[src/rtl/sqrt_core.sv]
// Radix-2 restoring square-root engine: one root bit per cycle, registered root plus sticky.
// Accepts a 2*ROOT_W-bit radicand on start_sqrt and pulses done ROOT_W+1 cycles later.
module sqrt_core #(
  parameter int unsigned ROOT_W = 24
) (
  input  logic                  clk,
  input  logic                  rst,
  input  logic                  start_sqrt,
  input  logic [2*ROOT_W-1:0]   radicand,
  output logic [ROOT_W-1:0]     root,
  output logic                  sticky,
  output logic                  done,
  output logic                  busy
);

  localparam int unsigned CntW = (ROOT_W > 1) ? $clog2(ROOT_W) : 1;

  typedef enum logic [1:0] {StIdle, StCalc, StDone} state_e;

  state_e                state_q, state_d;
  logic [ROOT_W+1:0]     rem_q, rem_d;
  logic [ROOT_W-1:0]     acc_q, acc_d;
  logic [2*ROOT_W-1:0]   rad_q, rad_d;
  logic [CntW-1:0]       cnt_q, cnt_d;
  logic [ROOT_W-1:0]     root_q, root_d;
  logic                  sticky_q, sticky_d;

  logic [ROOT_W+1:0]     rem_t;
  logic [ROOT_W+1:0]     trial;
  logic [ROOT_W+1:0]     rem_next;
  logic [ROOT_W-1:0]     acc_next;
  logic                  take;

  // Top two remainder bits are always zero before the shift; the remainder never exceeds 2*acc.
  logic unused_rem_top;
  assign unused_rem_top = ^rem_q[ROOT_W+1:ROOT_W];

  assign rem_t    = {rem_q[ROOT_W-1:0], rad_q[2*ROOT_W-1 -: 2]};
  assign trial    = {acc_q, 2'b01};
  assign take     = (rem_t >= trial);
  assign rem_next = take ? (rem_t - trial) : rem_t;
  assign acc_next = {acc_q[ROOT_W-2:0], take};

  always_comb begin
    state_d  = state_q;
    rem_d    = rem_q;
    acc_d    = acc_q;
    rad_d    = rad_q;
    cnt_d    = cnt_q;
    root_d   = root_q;
    sticky_d = sticky_q;
    unique case (state_q)
      StIdle: begin
        if (start_sqrt) begin
          rad_d   = radicand;
          rem_d   = '0;
          acc_d   = '0;
          cnt_d   = '0;
          state_d = StCalc;
        end
      end
      StCalc: begin
        rem_d = rem_next;
        acc_d = acc_next;
        rad_d = {rad_q[2*ROOT_W-3:0], 2'b00};
        cnt_d = cnt_q + 1'b1;
        if (cnt_q == CntW'(ROOT_W - 1)) begin
          root_d   = acc_next;
          sticky_d = (rem_next != '0);
          state_d  = StDone;
        end
      end
      StDone: begin
        state_d = StIdle;
      end
      default: begin
        state_d = StIdle;
      end
    endcase
  end

  always_ff @(posedge clk) begin
    if (rst) begin
      state_q  <= StIdle;
      rem_q    <= '0;
      acc_q    <= '0;
      rad_q    <= '0;
      cnt_q    <= '0;
      root_q   <= '0;
      sticky_q <= 1'b0;
    end else begin
      state_q  <= state_d;
      rem_q    <= rem_d;
      acc_q    <= acc_d;
      rad_q    <= rad_d;
      cnt_q    <= cnt_d;
      root_q   <= root_d;
      sticky_q <= sticky_d;
    end
  end

  assign root   = root_q;
  assign sticky = sticky_q;
  assign done   = (state_q == StDone);
  assign busy   = (state_q != StIdle);

endmodule

[config.mk]
export PLATFORM = sky130hd
export DESIGN_NAME = sqrt_core
export DESIGN_NICKNAME = d
export VERILOG_FILES = /design/src/rtl/sqrt_core.sv
export SDC_FILE = /design/constraint.sdc
export NUM_CORES = 1
export LEC_CHECK = 0
export ABC_AREA = 1
export BUFFER_PORTS_ARGS = -buffer_cell sky130_fd_sc_hd__buf_2
export CELL_PAD_IN_SITES_DETAIL_PLACEMENT = 0
export CELL_PAD_IN_SITES_GLOBAL_PLACEMENT = 1
export CORE_MARGIN = 4
export CORE_UTILIZATION = 28
export DETAILED_ROUTE_END_ITERATION = 8
export GPL_TIMING_DRIVEN = 1
export PLACE_DENSITY = 0.58
export SYNTH_ARGS = -nofsm -noshare
export SYNTH_HDL_FRONTEND = slang
export SYNTH_SLANG_ARGS = --single-unit
[constraint.sdc]
create_clock -name clk -period 2.55 [get_ports clk]
set_input_delay 0.51 -clock clk [delete_from_list [all_inputs] [get_ports clk]]
set_output_delay 0.51 -clock clk [all_outputs]
set_load 0.01 [all_outputs]
==> out/summary.txt, run 1 <==
Met3 Use GR = 3.463%
Tcrit/Tclk final = 95.16%
Fin crit period = 2.427 ns
Final WL = 22470 um
Layout cells sized above 1 = 27.87%
Worst-Margin Slew = 0.4695 ns
Setup crit end kind = flop
Most frequent CP cell = nand2_2
Delay-heaviest family, CP = simple AND/OR/NAND/NOR gates
Die Ht = 164.2 um
Diode count = 0
HP Class = in2reg
Area grow syn2layout = 35.90%
RSZ-0062 raised after global routing = yes
CP peak stage delay = 0.32 ns
Drt pass-1 iters = 5
Finished Layout Cells = 1467
CP cell instances = inv_2, ha_4, nand2_2, nand2_2, nand2_2, nand2_2, nand2_2, nand2_2, a21oi_4, nand3_4, buf_12, xor2_2, nand2_1, nor2_1, buf_4, nand4_1, nor2_1, nor2_1
Dpl cells = 1424
Final setup fails = 0
Endpoints failing hold = 0
CTS max path bufs = 2
Port Buffers = 77
Worst-Skew Late Latency = 0.42 ns
Final ANT Viol Nets = 0
Area occupied by multi-input gates = 4006 um^2
Leakage = 4.267 nW
Syn_nets = 1072
Num Clock Sinks = 128
Core Area = 23750 um^2
Max Clk Rate = 412.1 MHz
Critical path's slowest cell = dfxtp_2
Nets = 1213
Worst reg2reg setup slack = 0.12 ns
Sequential cell area = 2589 um^2
Top-Level Pins = 78
Fillers = 2497
WP buf/inv = 3
PnR Total Power = 13.40 mW
Total grt overflow = 0
Initial antenna violation count = 0
Die width = 164.2 um
Routed vias/inst = 4.638
H-tree depth = 4
Row cnt = 56
Pin count of the biggest net entering global routing = 50
Grt peak-use layer = met2
Max Slew Vio Count = 0
Worst setup SP type = flop
Worst Path Arrival = 2.74 ns
Hold Buf Count CTS = 0
WL/cell = 15.32 um
Critical path required time = 2.86 ns
PwrDens = 1443 nW/um^2
Clock transition at path regs = 0.07 ns
Max rail drop VDD = 1.069 mV
Average size of a mapped cell = 6.877 um^2
Slew headroom = 68.70%
Syn. warnings = 0
Grt met2 use = 26.20%
Vias = 6804
Maxcap violations = 0
Global-route wire length before repair = 35090 um
Status = completed
Skew final = 0.01650 ns
Initial Utilization = 28.78%
Clock tree root driver cell = clkbuf_16
M1 GR Usage = 23.18%
Synthesized cell area = 6835 um^2
Total Routing Usage GR = 16.58%
Final HPWL DP = 16960 um
CTS buffer count = 17
Number of global-route vias before repair = 6516
Mapped Cells = 994
GPL Wtd Cong = 0.8302
Die ar. = 26970 um^2
Unique cell type count in the Yosys netlist = 38
WS Path Type = reg2reg
Register area share after synthesis = 37.49%
Initial DRC count = 466
DRC Markers = 0
CTS tree = yes
Synthesis-stage register bit count = 128
Crit-path max FO = 7
==> synthesized netlist by cell type, drive strengths merged <==
cell    count  area, um^2
nand4      25       171.4
clkinv      2       7.510
inv       144       540.5
xor2        7       68.82
a31oi       1       6.260
clkbuf     32       120.1
or2         1       6.260
o21bai      1       7.510
o211ai      4       30.03
ha         27       337.8
and2        3       18.77
nor4        1       6.260
buf        14       87.58
a21oi      65       336.6
a32o       15       150.1
o22ai      45       281.5
nand3b      2       15.01
xnor2       2       17.52
nand2     276        1046
a31o        3       26.28
a22oi      23       172.7
dfxtp     128        2562
nor2       62       242.7
nand3      43       227.7
o32ai       2       17.52
o21ai      61       305.3
nor3        5       25.02
==> layer usage <==
| layer | vias to the layer above | share of wire (%) |
|---|---|---|
| met3 | 19 | 3.7 |
| met5 | - | 0 |
| li1 | 3582 | - |
| met2 | 120 | 46 |
| met1 | 3083 | 49 |
| met4 | 0 | 1.0 |
==> path summary, 6_finish.rpt <==
path,depth (start not counted),startpoint,to
worst max-delay path,18,acc_q[9],sticky
worst min-delay path,2,radicand[15],rad_q[15]
worst max register to register,18,acc_q[9],sticky
worst min register to register,2,rad_q[31],rad_q[31]
==> what timing repair did <==
| item | CTS | global route |
|---|---|---|
| resized for setup | 8 | 120 |
| endpoints found under the hold margin | 0 | 0 |
| pin swaps | 0 | 33 |
| gates cloned | 0 | 1 |
| setup buffers | 0 | 10 |
| setup endpoints to repair | 1 | 1 |
==> registers in the layout, indices dropped and copies added (netlist names) <==
register  count
acc_q        24
cnt_q         5
rad_q        48
rem_q        24
root         24
state_q       2
sticky        1
==> cell type report <==
class                           count  share of cell area, %
Clock buffer                       19                  4.768
Clock inverter                     13                  1.738
Inverter                          146                  5.967
Multi-Input combinational cell    674                  43.13
Sequential cell                   128                  27.87
Tap cell                          319                  4.297
Timing Repair Buffer              168                  12.23
==> report_power, final <==
group / total (mW) / switching [mW] / internal, mW
combinational: 8.54 / 5.00 / 3.54
clock: 2.50 / 0.933 / 1.56
sequential: 2.36 / 0.161 / 2.20
==> cell usage in the layout (no fill, tap or decap), drive strengths merged <==
cell / n
a21oi: 65
o21ai: 61
clkinvlp: 5
clkinv: 6
o21bai: 1
o22ai: 45
xnor2: 2
o211ai: 4
nand4: 25
nor2: 62
inv: 145
nor4: 1
bufinv: 3
o32ai: 2
nand3b: 2
a22oi: 23
ha: 27
a31oi: 1
a32o: 15
nor3: 5
nand2: 276
buf: 167
nand3: 43
xor2: 7
or2: 1
dfxtp: 128
a31o: 3
and2: 3
clkbuf: 20
==> through the flow <==
step / cell area (um^2) / setup WS (ns) / util (%) / hold slack, ns / TNS (ns)
2_1_floorplan: 6835 / 0.3926 / - / 0.4403 / 0
3_3_place_gp: 8060 / -0.1958 / 33.93 / 0.4528 / -0.2461
3_5_place_dp: 8060 / -0.07214 / 33.93 / 0.4540 / -0.07214
4_1_cts: 8721 / 0.01531 / 36.72 / 0.3028 / 0
5_1_grt: 9289 / -0.03782 / 39.11 / 0.3042 / -0.03782
6_report: 9289 / 0.1235 / 39.11 / 0.3196 / 0
==> logic make-up (layout without fill, tap and decap cells) <==
logic type               count (synthesis)  after routing  synth area share, %
AO/OA/AOI/OAI                          220            220                19.51
AND/OR/NAND/NOR                        418            418                25.74
XOR/XNOR                                 9              9                1.263
buffers and inverters                  192            346                11.06
flip-flops                             128            128                37.49
adder cells (fa/ha/maj)                 27             27                4.942
==> worst register-to-register path: stages, from the launching register on <==
cell and delay [ns]:
dfxtp_2 0.32, inv_2 0.05, ha_4 0.26, nand2_2 0.06
nand2_2 0.06, nand2_2 0.06, nand2_2 0.06, nand2_2 0.07
nand2_2 0.07, a21oi_4 0.18, nand3_4 0.17, buf_12 0.19
xor2_2 0.14, nand2_1 0.08, nor2_1 0.13, buf_4 0.15
nand4_1 0.13, nor2_1 0.13, nor2_1 0.04
Note: power is estimated with default switching activity, not from simulation.
==> run 2, diff against run 1 <==
PLACE_DENSITY = default   (was 0.58)
PLACE_DENSITY_LB_ADDON = 0.1   (was default)
==> out/summary.txt, run 2 (same netlist as run 1, synthesis figures left out) <==
Status = completed
Leakage = 4.363 nW (+2.2%)
Drt pass-1 iters = 5 (unchanged)
Dpl ws = -0.04390 ns (+0.02824 ns)
Hold Buf Count CTS = 0 (unchanged)
Max rail drop VDD = 0.7666 mV (-28%)
Final Util = 39.53% (+0.43 points)
PwrDens = 1472 nW/um^2 (+2.0%)
Endpoints failing hold = 0 (unchanged)
Top reg by flops = rad_q
CTS buffer count = 17 (unchanged)
Area grow syn2layout = 37.38%
Most frequent CP cell = nor2_1
Max FFs per register = 48 (unchanged)
Area after DPL = 8190 um^2 (+1.6%)
CP cell instances = ha_4, nand2_2, inv_1, a21oi_2, nand3_2, nand2_2, nand3_4, buf_6, o21ai_4, nand2_1, nor2_1, buf_4, nand4_1, nor2_1, nor2_1
Core Area = 23750 um^2 (unchanged)
WS Path Type = reg2reg
Num Clock Sinks = 128 (unchanged)
GPL Wtd Cong = 0.8587 (+3.4%)
Clock transition at path regs = 0.06 ns (about the same)
WL/cell = 15.68 um (+2.4%)
Row cnt = 56 (unchanged)
HP Class = in2reg
Initial antenna violation count = 0 (unchanged)
Fin crit period = 2.437 ns (+0.01024 ns)
Skew final = 0.01091 ns (-0.005597 ns)
Total grt overflow = 0 (unchanged)
Initial Utilization = 28.78% (unchanged)
HP Start = radicand[24]
Final WL = 23370 um (+4.0%)
Layout cells sized above 1 = 28.44% (+0.56 points)
Commonest non-fill, non-tap cells in the layout = 250 x nand2_1, 131 x inv_1, 114 x dfxtp_1, 107 x buf_4, 77 x buf_2
Pin count of the biggest net entering global routing = 56 (+12%)
Maxcap violations = 0 (unchanged)
CTS max path bufs = 2 (unchanged)
Max Slew Vio Count = 0 (unchanged)
Crit-path max FO = 6 (-1)
Die ar. = 26970 um^2 (unchanged)
Reg2Reg Launch Point = rem_q[7]
CTS tree = yes
DRC Markers = 0 (unchanged)
Critical path required time = 2.86 ns (about the same)
Diode count = 0 (unchanged)
Global-route wire length before repair = 35890 um (+2.3%)
Critical path's slowest cell = dfxtp_1
CP peak stage delay = 0.43 ns (+0.11 ns)
Final setup fails = 0 (unchanged)
Tcrit/Tclk final = 95.56% (+0.40 points)
Final ANT Viol Nets = 0 (unchanged)
Final Cell Area = 9390 um^2 (+1.1%)
Worst Path Arrival = 2.74 ns (about the same)
Top-Level Pins = 78 (unchanged)
Routed vias/inst = 4.686 (+1.0%)
Number of global-route vias before repair = 6626 (+1.7%)
Critical path launch point = rem_q[7]
Port Buffers = 77 (unchanged)
Vias = 6982 (+2.6%)
Total Routing Usage GR = 16.97% (+0.39 points)
Worst setup SP type = flop
Initial DRC count = 446 (-4.3%)
Worst-Margin Slew = 0.5846 ns (+0.1151 ns)
RSZ-0062 raised after global routing = yes
Die Ht = 164.2 um (unchanged)
Worst-Skew Late Latency = 0.41 ns (about the same)
Final HPWL DP = 17350 um (+2.3%)
Die width = 164.2 um (unchanged)
Commonest non-fill, non-tap cell in the layout = nand2_1
Nets = 1238 (+2.1%)
Max Clk Rate = 410.4 MHz (-0.42%)
Setup crit end kind = flop
PnR Total Power = 13.82 mW (+3.1%)
H-tree depth = 4 (unchanged)
Slew headroom = 60.93% (-7.8 points)
Setup ws final = 0.1133 ns (-0.01024 ns)
Clock tree root driver cell = clkbuf_16
run 2: cell count changes in the layout (fill, tap and decap cells not counted), moves of 3 or more:
| cell | before | now |
|---|---|---|
| clkinv_2 | 3 | 7 |
| buf_4 | 86 | 107 |
| dfxtp_1 | 109 | 114 |
| inv_2 | 16 | 12 |
| nor2_4 | 9 | 5 |
| nand2_2 | 20 | 25 |
| inv_1 | 126 | 131 |
| nor2_1 | 44 | 47 |
| dfxtp_2 | 18 | 12 |
| nand2_4 | 8 | 1 |
| buf_6 | 0 | 3 |
run 2: power by group:
group / leakage (nW) / switching [mW] / internal [mW]
clock: 0.257 / 0.917 / 1.32
sequential: 1.05 / 0.162 / 2.20
combinational: 3.06 / 5.18 / 4.05
total: 4.36 / 6.26 / 7.56
run 2: worst max-delay path, delay by kind of cell (launching register included):
kind            cells  cell delay (ns)
simple gates        9             0.98
flops               1             0.43
buf+inv             3             0.40
compound gates      2             0.27
fa+ha+maj           1             0.25
run 2: stage by stage:
stage          hold slack (ns)  instances   TNS, ns
3_3_place_gp            0.4542       1443   -0.1113
2_1_floorplan           0.4403        994         0
5_1_grt                 0.3142       1490  -0.06791
3_5_place_dp            0.4552       1443  -0.04390
4_1_cts                 0.3065       1475         0
6_report                0.3248       1490         0
run 2: worst paths after layout:
check / slack (ns) / endpoint / depth (start not counted)
worst min register to register: 0.47 / rad_q[1] / 2
worst min-delay path: 0.32 / rad_q[24] / 2
worst max register to register: 0.11 / sticky / 15
worst max-delay path: 0.11 / sticky / 15
run 2: layer usage:
metal  global-route usage (%)  vias up  part of all wire, %
met5                        0        -                    0
met4                    3.622        0                 0.92
met3                    3.338       14                  3.5
met2                    28.41      108                   48
met1                    22.71     3222                   48
li1                         -     3638                    -
run 2: layout make-up:
| cell class | instances | area (um^2) |
|---|---|---|
| clock buffers | 18 | 429.2 |
| well taps | 319 | 399.1 |
| inverters | 146 | 551.8 |
| repair buffers | 192 | 1328 |
| multi-input cells | 675 | 4001 |
| clock inverters | 12 | 96.34 |
| fillers | 2561 | 14360 |
| flip-flops and latches | 128 | 2585 |
run 2: repair_timing:
item,in CTS,in global routing
resized for setup,7,106
gates cloned,1,2
pin swaps,2,35
setup buffers,1,13
endpoints found under the setup margin,1,1
==> run 3, diff against run 2 <==
CORE_UTILIZATION = 44   (was 28)
CTS_BUF_LIST = sky130_fd_sc_hd__clkbuf_4 sky130_fd_sc_hd__clkbuf_8   (was default)
==> out/summary.txt, run 3 (same netlist as run 1, synthesis figures left out) <==
Status = completed
Clock tree root driver cell = clkbuf_8
Initial antenna violation count = 0 (unchanged)
Critical path's slowest cell = dfxtp_1
Final Util = 58.49% (+19 points)
Final setup fails = 0 (unchanged)
Area grow syn2layout = 30.08%
CTS max path bufs = 2 (unchanged)
DRC Markers = 0 (unchanged)
Final ANT Viol Nets = 0 (unchanged)
Final HPWL DP = 14890 um (-14%)
H-tree depth = 4 (unchanged)
Worst-Skew Late Latency = 0.44 ns (+0.03 ns)
Maxcap violations = 0 (unchanged)
FF-to-FF End = sticky
Commonest non-fill, non-tap cells in the layout = 243 x nand2_1, 128 x inv_1, 109 x dfxtp_1, 82 x buf_4, 77 x buf_2
Cell count of the worst reg-to-reg path = 15 (unchanged)
WP buf/inv = 2 (-1)
Max Slew Vio Count = 0 (unchanged)
Skew final = 0.01424 ns (+0.003331 ns)
HP Class = in2reg
PnR Total Power = 12.76 mW (-7.6%)
Vias = 6877 (-1.5%)
Layout cells sized above 1 = 27.88% (-0.55 points)
Reg2Reg Launch Point = acc_q[4]
CTS buffer count = 17 (unchanged)
Drt pass-1 iters = 5 (unchanged)
Max rail drop VDD = 0.6948 mV (-9.4%)
Worst-Margin Slew = 0.5326 ns (-0.05193 ns)
Hold Path Stages = 2 (unchanged)
WL/cell = 15.21 um (-3.0%)
Pin count of the biggest net entering global routing = 54 (-3.6%)
Tcrit/Tclk final = 94.23% (-1.3 points)
PwrDens = 1436 nW/um^2 (-2.5%)
Critical path required time = 2.87 ns (about the same)
Critical path launch point = acc_q[4]
Most frequent CP cell = nor2_1
Nets = 1209 (-2.3%)
Endpoints failing hold = 0 (unchanged)
Die ar. = 17590 um^2 (-35%)
Core Area = 15200 um^2 (-36%)
Max FFs per register = 48 (unchanged)
Row cnt = 45 (-20%)
Global-route wire length before repair = 31330 um (-13%)
Routed vias/inst = 5.163 (+10%)
Initial DRC count = 338 (-24%)
Worst Hold Path EP = rad_q[20]
Die Ht = 132.6 um (-19%)
Worst setup SP type = flop
Max Clk Rate = 416.2 MHz (+1.4%)
WS Path Type = reg2reg
Final WL = 20270 um (-13%)
CTS tree = yes
CP cell instances = inv_1, ha_4, nand2_1, nor2_1, nand3_1, nand3_1, nand2_2, nand3_4, buf_12, xor2_2, nand2_2, nor2_4, nand4_1, nor2_1, nor2_1
Worst Path Arrival = 2.73 ns (about the same)
Total grt overflow = 0 (unchanged)
GPL Wtd Cong = 0.8751 (+1.9%)
Port Buffers = 77 (unchanged)
Fillers = 1467 (-43%)
Delay-heaviest family, CP = simple AND/OR/NAND/NOR gates
HP Start = radicand[20]
Initial Utilization = 44.96% (+16 points)
Num Clock Sinks = 128 (unchanged)
Die width = 132.6 um (-19%)
Leakage = 4.168 nW (-4.5%)
Diode count = 0 (unchanged)
Crit-path max FO = 7 (+1)
CP peak stage delay = 0.31 ns (-0.12 ns)
Commonest non-fill, non-tap cell in the layout = nand2_1
Slew headroom = 64.40% (+3.5 points)
Fin crit period = 2.403 ns (-0.03388 ns)
Worst reg2reg setup slack = 0.15 ns (+0.03 ns)
Top-Level Pins = 78 (unchanged)
Setup crit end kind = flop
Total Routing Usage GR = 22.06% (+5.1 points)
Clock transition at path regs = 0.07 ns (about the same)
Top reg by flops = rad_q
Number of global-route vias before repair = 6408 (-3.3%)
run 3: changes by cell type in the layout (fill, tap and decap cells not counted), moves of 3 or more:
cell,before,now
buf_4,107,82
clkbuf_16,19,1
clkbuf_8,0,18
nand2_1,250,243
dfxtp_2,12,18
dfxtp_1,114,109
nand2_2,25,30
clkinv_4,0,4
inv_2,12,16
bufinv_16,1,4
clkinv_2,7,4
inv_1,131,128
run 3: final cells by class:
cell class                      instances  area [um^2]  area share, %
Clock inverter                         14        190.2          2.139
Sequential cell                       128         2589          29.12
Timing Repair Buffer                  164         1080          12.14
Clock buffer                           18        247.7          2.786
Inverter                              146        548.0          6.164
Tap cell                              188        235.2          2.646
Multi-Input combinational cell        674         4001          45.00
run 3: per-stage QoR:
step	TNS (ns)	cell area, um^2	setup slack, ns	hold WS (ns)	std cells
floorplan	0	6835	0.3926	0.4403	994
global placement	-0.2453	7844	-0.2453	0.4529	1291
detailed placement	-0.1926	7844	-0.1926	0.4576	1291
CTS	0	8310	0.003033	0.2664	1323
global route	-0.02862	8891	-0.02862	0.2648	1332
finish	0	8891	0.1471	0.3009	1332
run 3: timing repair:
item | in CTS | in global routing
pin swaps | 0 | 24
resized for setup | 6 | 119
setup endpoints to repair | 1 | 1
cloned | 0 | 1
setup buffers | 0 | 8
hold buffers | 0 | 0
run 3: power by group:
| group | switching [mW] | internal, mW | leakage [nW] | total (mW) |
|---|---|---|---|---|
| registers | 0.166 | 2.20 | 1.05 | 2.36 |
| logic | 4.98 | 3.53 | 2.90 | 8.51 |
| clock network | 0.798 | 1.09 | 0.218 | 1.89 |
run 3: worst max path at each step:
| stage | end | slack (ns) | depth (start not counted) |
|---|---|---|---|
| 2_1_floorplan | sticky | 0.39 | 17 |
| 3_3_place_gp | sticky | -0.25 | 16 |
| 3_5_place_dp | sticky | -0.19 | 16 |
| 4_1_cts | sticky | 0.003 | 15 |
| 5_1_grt | sticky | -0.03 | 20 |
| 6_report | sticky | 0.15 | 15 |
run 3: metal layers:
layer / up-vias / share of wire (%) / GRT usage [%]
met4: 0 / 4.5 / 11.66
met3: 43 / 4.3 / 5.095
met2: 161 / 49 / 37.55
li1: 3569 / - / -
met1: 3104 / 42 / 25.82
met5: - / 0 / 0
